File: src/rtl/mem_access_ctrl.sv
// Memory access controller between the SLC-3 core memory port and a synchronous BRAM.
// Each level-held OE/WE strobe becomes one registered BRAM access, and a one-cycle Mem_Ready pulse reports completion.
module mem_access_ctrl #(
  parameter int ADDR_W = 16,
  parameter int DATA_W = 16,
  parameter int RD_LAT = 2,
  parameter int WR_LAT = 1
) (
  input  logic              Clk,
  input  logic              Reset,
  input  logic [ADDR_W-1:0] ADDR,
  input  logic              OE,
  input  logic              WE,
  input  logic [DATA_W-1:0] Data_to_SRAM,
  output logic [DATA_W-1:0] Data_from_SRAM,
  output logic              Mem_Ready,
  output logic [ADDR_W-1:0] bram_addr,
  output logic              bram_en,
  output logic              bram_we,
  output logic [DATA_W-1:0] bram_din,
  input  logic [DATA_W-1:0] bram_dout
);

  typedef enum logic [2:0] {IDLE, RD_WAIT, WR_WAIT, DONE, HOLD} state_t;

  localparam logic [2:0] RD_CNT = 3'(RD_LAT);
  localparam logic [2:0] WR_CNT = 3'(WR_LAT);

  state_t            r_state, w_state_nx;
  logic [2:0]        r_cnt, w_cnt_nx;
  logic [DATA_W-1:0] r_rdata, w_rdata_nx;
  logic              r_rdy, w_rdy_nx;
  logic [ADDR_W-1:0] r_baddr, w_baddr_nx;
  logic              r_ben, w_ben_nx;
  logic              r_bwe, w_bwe_nx;
  logic [DATA_W-1:0] r_bdin, w_bdin_nx;
  logic              w_strobes_low;

  assign w_strobes_low = ~OE & ~WE;

  always_ff @(posedge Clk or negedge Reset) begin
    if (!Reset) begin
      r_state <= IDLE;
      r_cnt   <= '0;
      r_rdata <= '0;
      r_rdy   <= 1'b0;
      r_baddr <= '0;
      r_ben   <= 1'b0;
      r_bwe   <= 1'b0;
      r_bdin  <= '0;
    end else begin
      r_state <= w_state_nx;
      r_cnt   <= w_cnt_nx;
      r_rdata <= w_rdata_nx;
      r_rdy   <= w_rdy_nx;
      r_baddr <= w_baddr_nx;
      r_ben   <= w_ben_nx;
      r_bwe   <= w_bwe_nx;
      r_bdin  <= w_bdin_nx;
    end
  end

  always_comb begin
    w_state_nx = r_state;
    w_cnt_nx   = r_cnt;
    w_rdata_nx = r_rdata;
    w_rdy_nx   = 1'b0;
    w_baddr_nx = r_baddr;
    w_ben_nx   = 1'b0;
    w_bwe_nx   = 1'b0;
    w_bdin_nx  = r_bdin;
    unique case (r_state)
      IDLE: begin
        if (WE) begin
          w_baddr_nx = ADDR;
          w_bdin_nx  = Data_to_SRAM;
          w_ben_nx   = 1'b1;
          w_bwe_nx   = 1'b1;
          w_cnt_nx   = WR_CNT;
          w_state_nx = WR_WAIT;
        end else if (OE) begin
          w_baddr_nx = ADDR;
          w_ben_nx   = 1'b1;
          w_cnt_nx   = RD_CNT;
          w_state_nx = RD_WAIT;
        end
      end
      RD_WAIT: begin
        if (r_cnt == 3'd1) begin
          w_rdata_nx = bram_dout;
          w_rdy_nx   = 1'b1;
          w_cnt_nx   = '0;
          w_state_nx = DONE;
        end else begin
          w_cnt_nx = r_cnt - 3'd1;
        end
      end
      // Finishing on zero rather than one gives WR_LAT extra cycles after the write edge, including when WR_LAT is 0.
      WR_WAIT: begin
        if (r_cnt == '0) begin
          w_rdy_nx   = 1'b1;
          w_state_nx = DONE;
        end else begin
          w_cnt_nx = r_cnt - 3'd1;
        end
      end
      DONE:    w_state_nx = w_strobes_low ? IDLE : HOLD;
      HOLD:    if (w_strobes_low) w_state_nx = IDLE;
      default: w_state_nx = IDLE;
    endcase
  end

  assign Data_from_SRAM = r_rdata;
  assign Mem_Ready      = r_rdy;
  assign bram_addr      = r_baddr;
  assign bram_en        = r_ben;
  assign bram_we        = r_bwe;
  assign bram_din       = r_bdin;

endmodule

File: config.mk
export PLATFORM = sky130hd
export DESIGN_NAME = mem_access_ctrl
export DESIGN_NICKNAME = d
export VERILOG_FILES = /design/src/rtl/mem_access_ctrl.sv
export SDC_FILE = /design/constraint.sdc
export NUM_CORES = 1
export LEC_CHECK = 0
export ABC_AREA = 1
export BUFFER_PORTS_ARGS = -buffer_cell sky130_fd_sc_hd__buf_4
export CAP_MARGIN = 20
export CORE_ASPECT_RATIO = 1.25
export CORE_UTILIZATION = 36
export DETAILED_ROUTE_END_ITERATION = 8
export PLACE_DENSITY = 0.65
export SLEW_MARGIN = 20
export SYNTH_ARGS = -nofsm -noshare
export SYNTH_HDL_FRONTEND = slang
export SYNTH_SLANG_ARGS = --single-unit
export TNS_END_PERCENT = 30
File: constraint.sdc
create_clock -name Clk -period 1.4 [get_ports Clk]
set_clock_uncertainty 0.2 [all_clocks]
set_input_delay 0.28 -clock Clk [delete_from_list [all_inputs] [get_ports Clk]]
set_output_delay 0.28 -clock Clk [all_outputs]
set_load 0.02 [all_outputs]
# Word level (Yosys, flattened, before mapping)
# Index checks and enable logic that the tools add are counted.
# totals
reg_bits	57
inputBits	52
out_inout_bits	51
# op_classes
n_addsub	1
n_eq_ne	10
mux	22
bitwise	3
reduce_logical	9
# ops
operator	n
2-to-1 mux 16 bit	2
2-to-1 mux 3 bit	10
one-hot mux 3 bit (5 select lines)	1
one-hot mux 3 bit (3 select lines)	1
inequality test 2 bit (second input constant)	4
2-to-1 mux 1 bit	7
== test 3 x 1 -> 1 bit (second input constant)	2
== test 3 x 2 -> 1 bit (second input constant)	2
logical NOT 3 bit	2
AND reduction 2 bit	3
AND reduction 4 bit	1
== test 3 bit (second input constant)	1
inequality test 3 bit (second input constant)	1
AND reduction 3 bit	1
nonzero test 3 bit	1
subtractor 3 x 1 -> 3 bit (second input constant)	1
inverter 1 bit	2
one-hot mux 1 bit (2 select lines)	1
nonzero test 2 bit	1
bitwise AND 1 bit	1

# Depth between registers and ports, before layout
# logic_depth
word_depth	4
depth_mapped	9
mapped_depth_nobuf	9

# Worst setup path after synthesis
# No wires, ideal clock.
# synth_path
path_type	reg2reg
startpoint	register r_state[2]
endpoint	register r_bdin[0] (netlist: bram_din[0])
setup_time_ps	117
arrival_time_ps	1128
setup_slack_ps	-45
path_stages_with_launch	8
n_path_buf	1
cell_sequence	dfrtp_1 > nor2_4 > nand2_4 > nor2_8 > inv_4 > buf_6 > nand2_1 > nand2_1
# synth_via
elab_chain_len	2
# synth_rtl
element	line	text
start, declared	29	state_t r_state, w_state_nx;
start signal, assigned	52	r_state <= w_state_nx;
logical NOT 3 bit	72	unique case (r_state)
AND reduction 2 bit (no line)	n/a	
end signal, assigned	59	r_bdin <= w_bdin_nx;
end, declared	36	logic [DATA_W-1:0] r_bdin, w_bdin_nx;
# No other way between the ends.
# A chain may end at the register's enable or synchronous reset.

# Final worst setup path
# layout_path
startpoint	register r_state[2]
endpoint	register r_rdata[5] (netlist: Data_from_SRAM[5])
# layout_via
elab_chain_len	2
# layout_rtl
element	line	text
== test 3 x 1 -> 1 bit	72	
AND reduction 2 bit (no line)	n/a	
end signal, assigned	54	r_rdata <= w_rdata_nx;
end, declared	31	logic [DATA_W-1:0] r_rdata, w_rdata_nx;
# No other way between the ends.

==> impl_metrics.toml <==
[placement]
io_buffers = 102
post-place-ws_ns = -0.170
place_area_um2 = 3500
dp_hpwl_um = 4160
gp_congestion = 0.826

[timing]
max_slew_margin_pct = 73.2
rsz0062_at_grt = "yes"
finalSetupViolCount = 31
period_needed_ns = 1.45
worst_slack_ns = -0.0515
fin_crit_sh_pct = 104
worst_slew_pin_slew_ns = 0.401
slew_viol_final = 0
holdWs_ns = 0.0712
hold_viol = 0
finalSetupTns_ns = -0.847
max_freq_mhz = 689

[synthesis]
avgSynthCellArea_um2 = 8.94
ys_warn_count = 0
synthCells = 282
synth_xor_area_share_pct = 0.348
synth_compound_area_share_pct = 6.26
synth_top_family_by_area = "simple AND/OR/NAND/NOR gates"
synth_area_leader_cell = "dfrtp_1"
synth.distinct_cells = 25
synthesis.area_um2 = 2520
synth_seq_area_share_pct = 56.6
yosys.area_share.simple_pct = 27.2
synth_top_area_share_pct = 56.6
synth_fp_nets = 337
synth_area_leaders = "dfrtp_1, nand2_1, o21ai_2"
synthAdderAreaFrac_pct = 1.49
ys_ff_latch = 57
muxShareOfSynthArea_pct = 0

[clocking]
clk_latency_ns = 0.33
cts-root-buf = "clkbuf_8"
cts_sinks = 57
clockBufferDepth = 2
clkTransAtPathRegs_ns = 0.06
cts_tree = "yes"
cts.htree.levels = 3
numCtsBuffers = 9

[pwr]
power_density_nw_per_um2 = 2340
p_sw_mw = 4.39
p_leak_nw = 2.44
ir_drop_v = 0.00137
power_frac_seq_pct = 28.2
clkPwrFrac_pct = 16.9
p_int_mw = 6.28
p_sw_share_pct = 41.2
p_comb_share_pct = 54.9

[layout]
fillers = 509
nNetsFinal = 522
diodes = 0
drive_gt1_share_pct = 43.4
postLayoutCellArea_um2 = 4550
syn_to_final_growth_pct = 80.7
fin_util_pct = 68.5

[die]
die_h_um = 95.5
start_util_pct = 37.9
die_w_um = 76.8
fp-row-count = 33
core_um2 = 6650
ios = 103
dieArea_um2 = 7340

[routing]
first_iter_violations = 78
wire_per_inst_um = 13.1
drc = 0
via_count = 2496
viasPerCell = 4.47
postRouteAntennaNets = 0
routed_wl_um = 7310
dr.pass1.iters = 4

[critical_path]
ff2ff_path_depth = 7
cp_max_fo = 11
worstPathRequired_ns = 1.42
crit_end = "Data_from_SRAM[5]"
crit_type = "flip-flop to flip-flop"
worstSetupEndpointType = "flip-flop"
cp.arrival_ns = 1.48
cp-startpoint = "r_state[2]"
critPathLaunchType = "flip-flop"
r2r_end = "Data_from_SRAM[5]"
rrSetupSlack_ns = -0.05
rr_startpoint = "r_state[2]"

[global_route]
grt-ovfl-total = 0
grt_max_degree = 58
grt_pass1_wl_um = 11200
antenna_found_initial = 0
grt_pass1_vias = 2449
track_usage_pct = 19.9

[status]
outcome = "finished with violations"
violations = "negative setup slack"

[worst_hold_path]
min_path_type = "input port to flip-flop"

[flow_run]
drv_cap = 0
[placed cells by master (no fill, tap or decap), types with 3 or more instances in the layout]
| master | Yosys | layout |
|---|---|---|
| buf_12 | 0 | 4 |
| buf_4 | 1 | 113 |
| buf_6 | 5 | 11 |
| clkbuf_8 | 0 | 12 |
| dfrtp_1 | 57 | 54 |
| dfrtp_2 | 0 | 3 |
| dlygate4sd3_1 | 0 | 49 |
| inv_1 | 26 | 21 |
| inv_2 | 2 | 6 |
| nand2_1 | 136 | 122 |
| nand2_2 | 1 | 13 |
| nand2_4 | 2 | 5 |
| nand3_1 | 12 | 8 |
| nand3_2 | 0 | 3 |
| nor2_2 | 0 | 3 |
| o21ai_1 | 4 | 6 |
| o21ai_2 | 12 | 11 |
[Yosys cell counts]
cell / instances
nand3_1: 12
buf_2: 1
inv_6: 1
a21oi_1: 3
buf_4: 1
buf_8: 1
o31ai_1: 1
inv_2: 2
inv_1: 26
o21ai_1: 4
nand3_4: 1
buf_6: 5
inv_4: 1
nand2_1: 136
nor2_4: 2
o21ai_2: 12
o21ai_0: 2
nand3b_1: 1
nor2_8: 1
ha_1: 3
nand2_4: 2
nor2_1: 5
xor2_1: 1
dfrtp_1: 57
nand2_2: 1
[power by group through the flow]
stage                     registers [mW]  clock network [mW]  logic, mW
after global placement              2.93                   0       4.81
final                               3.01                1.81       5.86
after CTS                           2.94                1.85       5.35
after detailed placement            2.95                   0       4.91
after floorplan                     3.78                   0       2.05
after global routing                3.11                1.91       6.37
[kinds of logic after synthesis]
group	count (synthesis)
AO/OA/AOI/OAI	22
XOR/XNOR	1
adder cells (fa/ha/maj)	3
buffers and inverters	38
flip-flops	57
AND/OR/NAND/NOR	161
[stage by stage]
stage,power (mW),cells
final,10.7,559
after global routing,11.4,559
after CTS,10.1,552
after detailed placement,7.86,482
after global placement,7.74,482
after floorplan,5.83,282
[worst min path at each step]
stage / start / end / slack [ns] / cells past startpoint
after floorplan: Reset / Data_from_SRAM[0] / -0.22 / 0
after global placement: Reset / Data_from_SRAM[8] / 0.09 / 2
after detailed placement: Reset / Data_from_SRAM[10] / 0.09 / 2
after CTS: WE / r_state[0] / 0.08 / 4
after global routing: WE / r_state[0] / 0.07 / 4
final: WE / r_state[0] / 0.07 / 4
[final cells by class]
| type | count | area (um^2) | area share [%] |
|---|---|---|---|
| tap | 87 | 109 | 2.39 |
| clock buffer | 12 | 165 | 3.63 |
| timing repair inverter | 1 | 16.3 | 0.357 |
| multi-input combinational | 189 | 1040 | 22.8 |
| timing repair buffer | 179 | 1590 | 35.0 |
| clock inverter | 4 | 73.8 | 1.62 |
| inverter | 30 | 128 | 2.80 |
| sequential | 57 | 1430 | 31.4 |
[layer usage]
layer | vias to the layer above | routed length, um | part of all wire (%) | track usage (%)
li1 | 1230 | - | - | -
met1 | 1187 | 2810 | 38 | 21.5
met2 | 63 | 4070 | 56 | 36.5
met3 | 16 | 250 | 3.4 | 3.92
met4 | 0 | 174 | 2.4 | 11.2
met5 | - | 0 | 0 | 0
[worst max-delay path: stages, from the launching register on]
cell and delay (ns):
dfrtp_2 0.44, inv_2 0.07, nand2_2 0.07, nor2_4 0.11, nand3_4 0.15, buf_12 0.19, nand2_1 0.07, o21ai_2 0.05
[flip-flops by register name, indices dropped and copies added (netlist names)]
signal          count
Data_from_SRAM     16
Mem_Ready           1
bram_addr          16
bram_din           16
bram_en             1
bram_we             1
r_cnt               3
r_state             3
[what timing repair did]
action,4_1_cts,5_1_grt
setup buffers,3,4
gates cloned,2,3
hold buffers,49,0
endpoints found under the setup margin,37,59
pin swaps,4,12
endpoints found under the hold margin,105,0
resized for setup,23,36
Power figures use the tool's default switching activity.
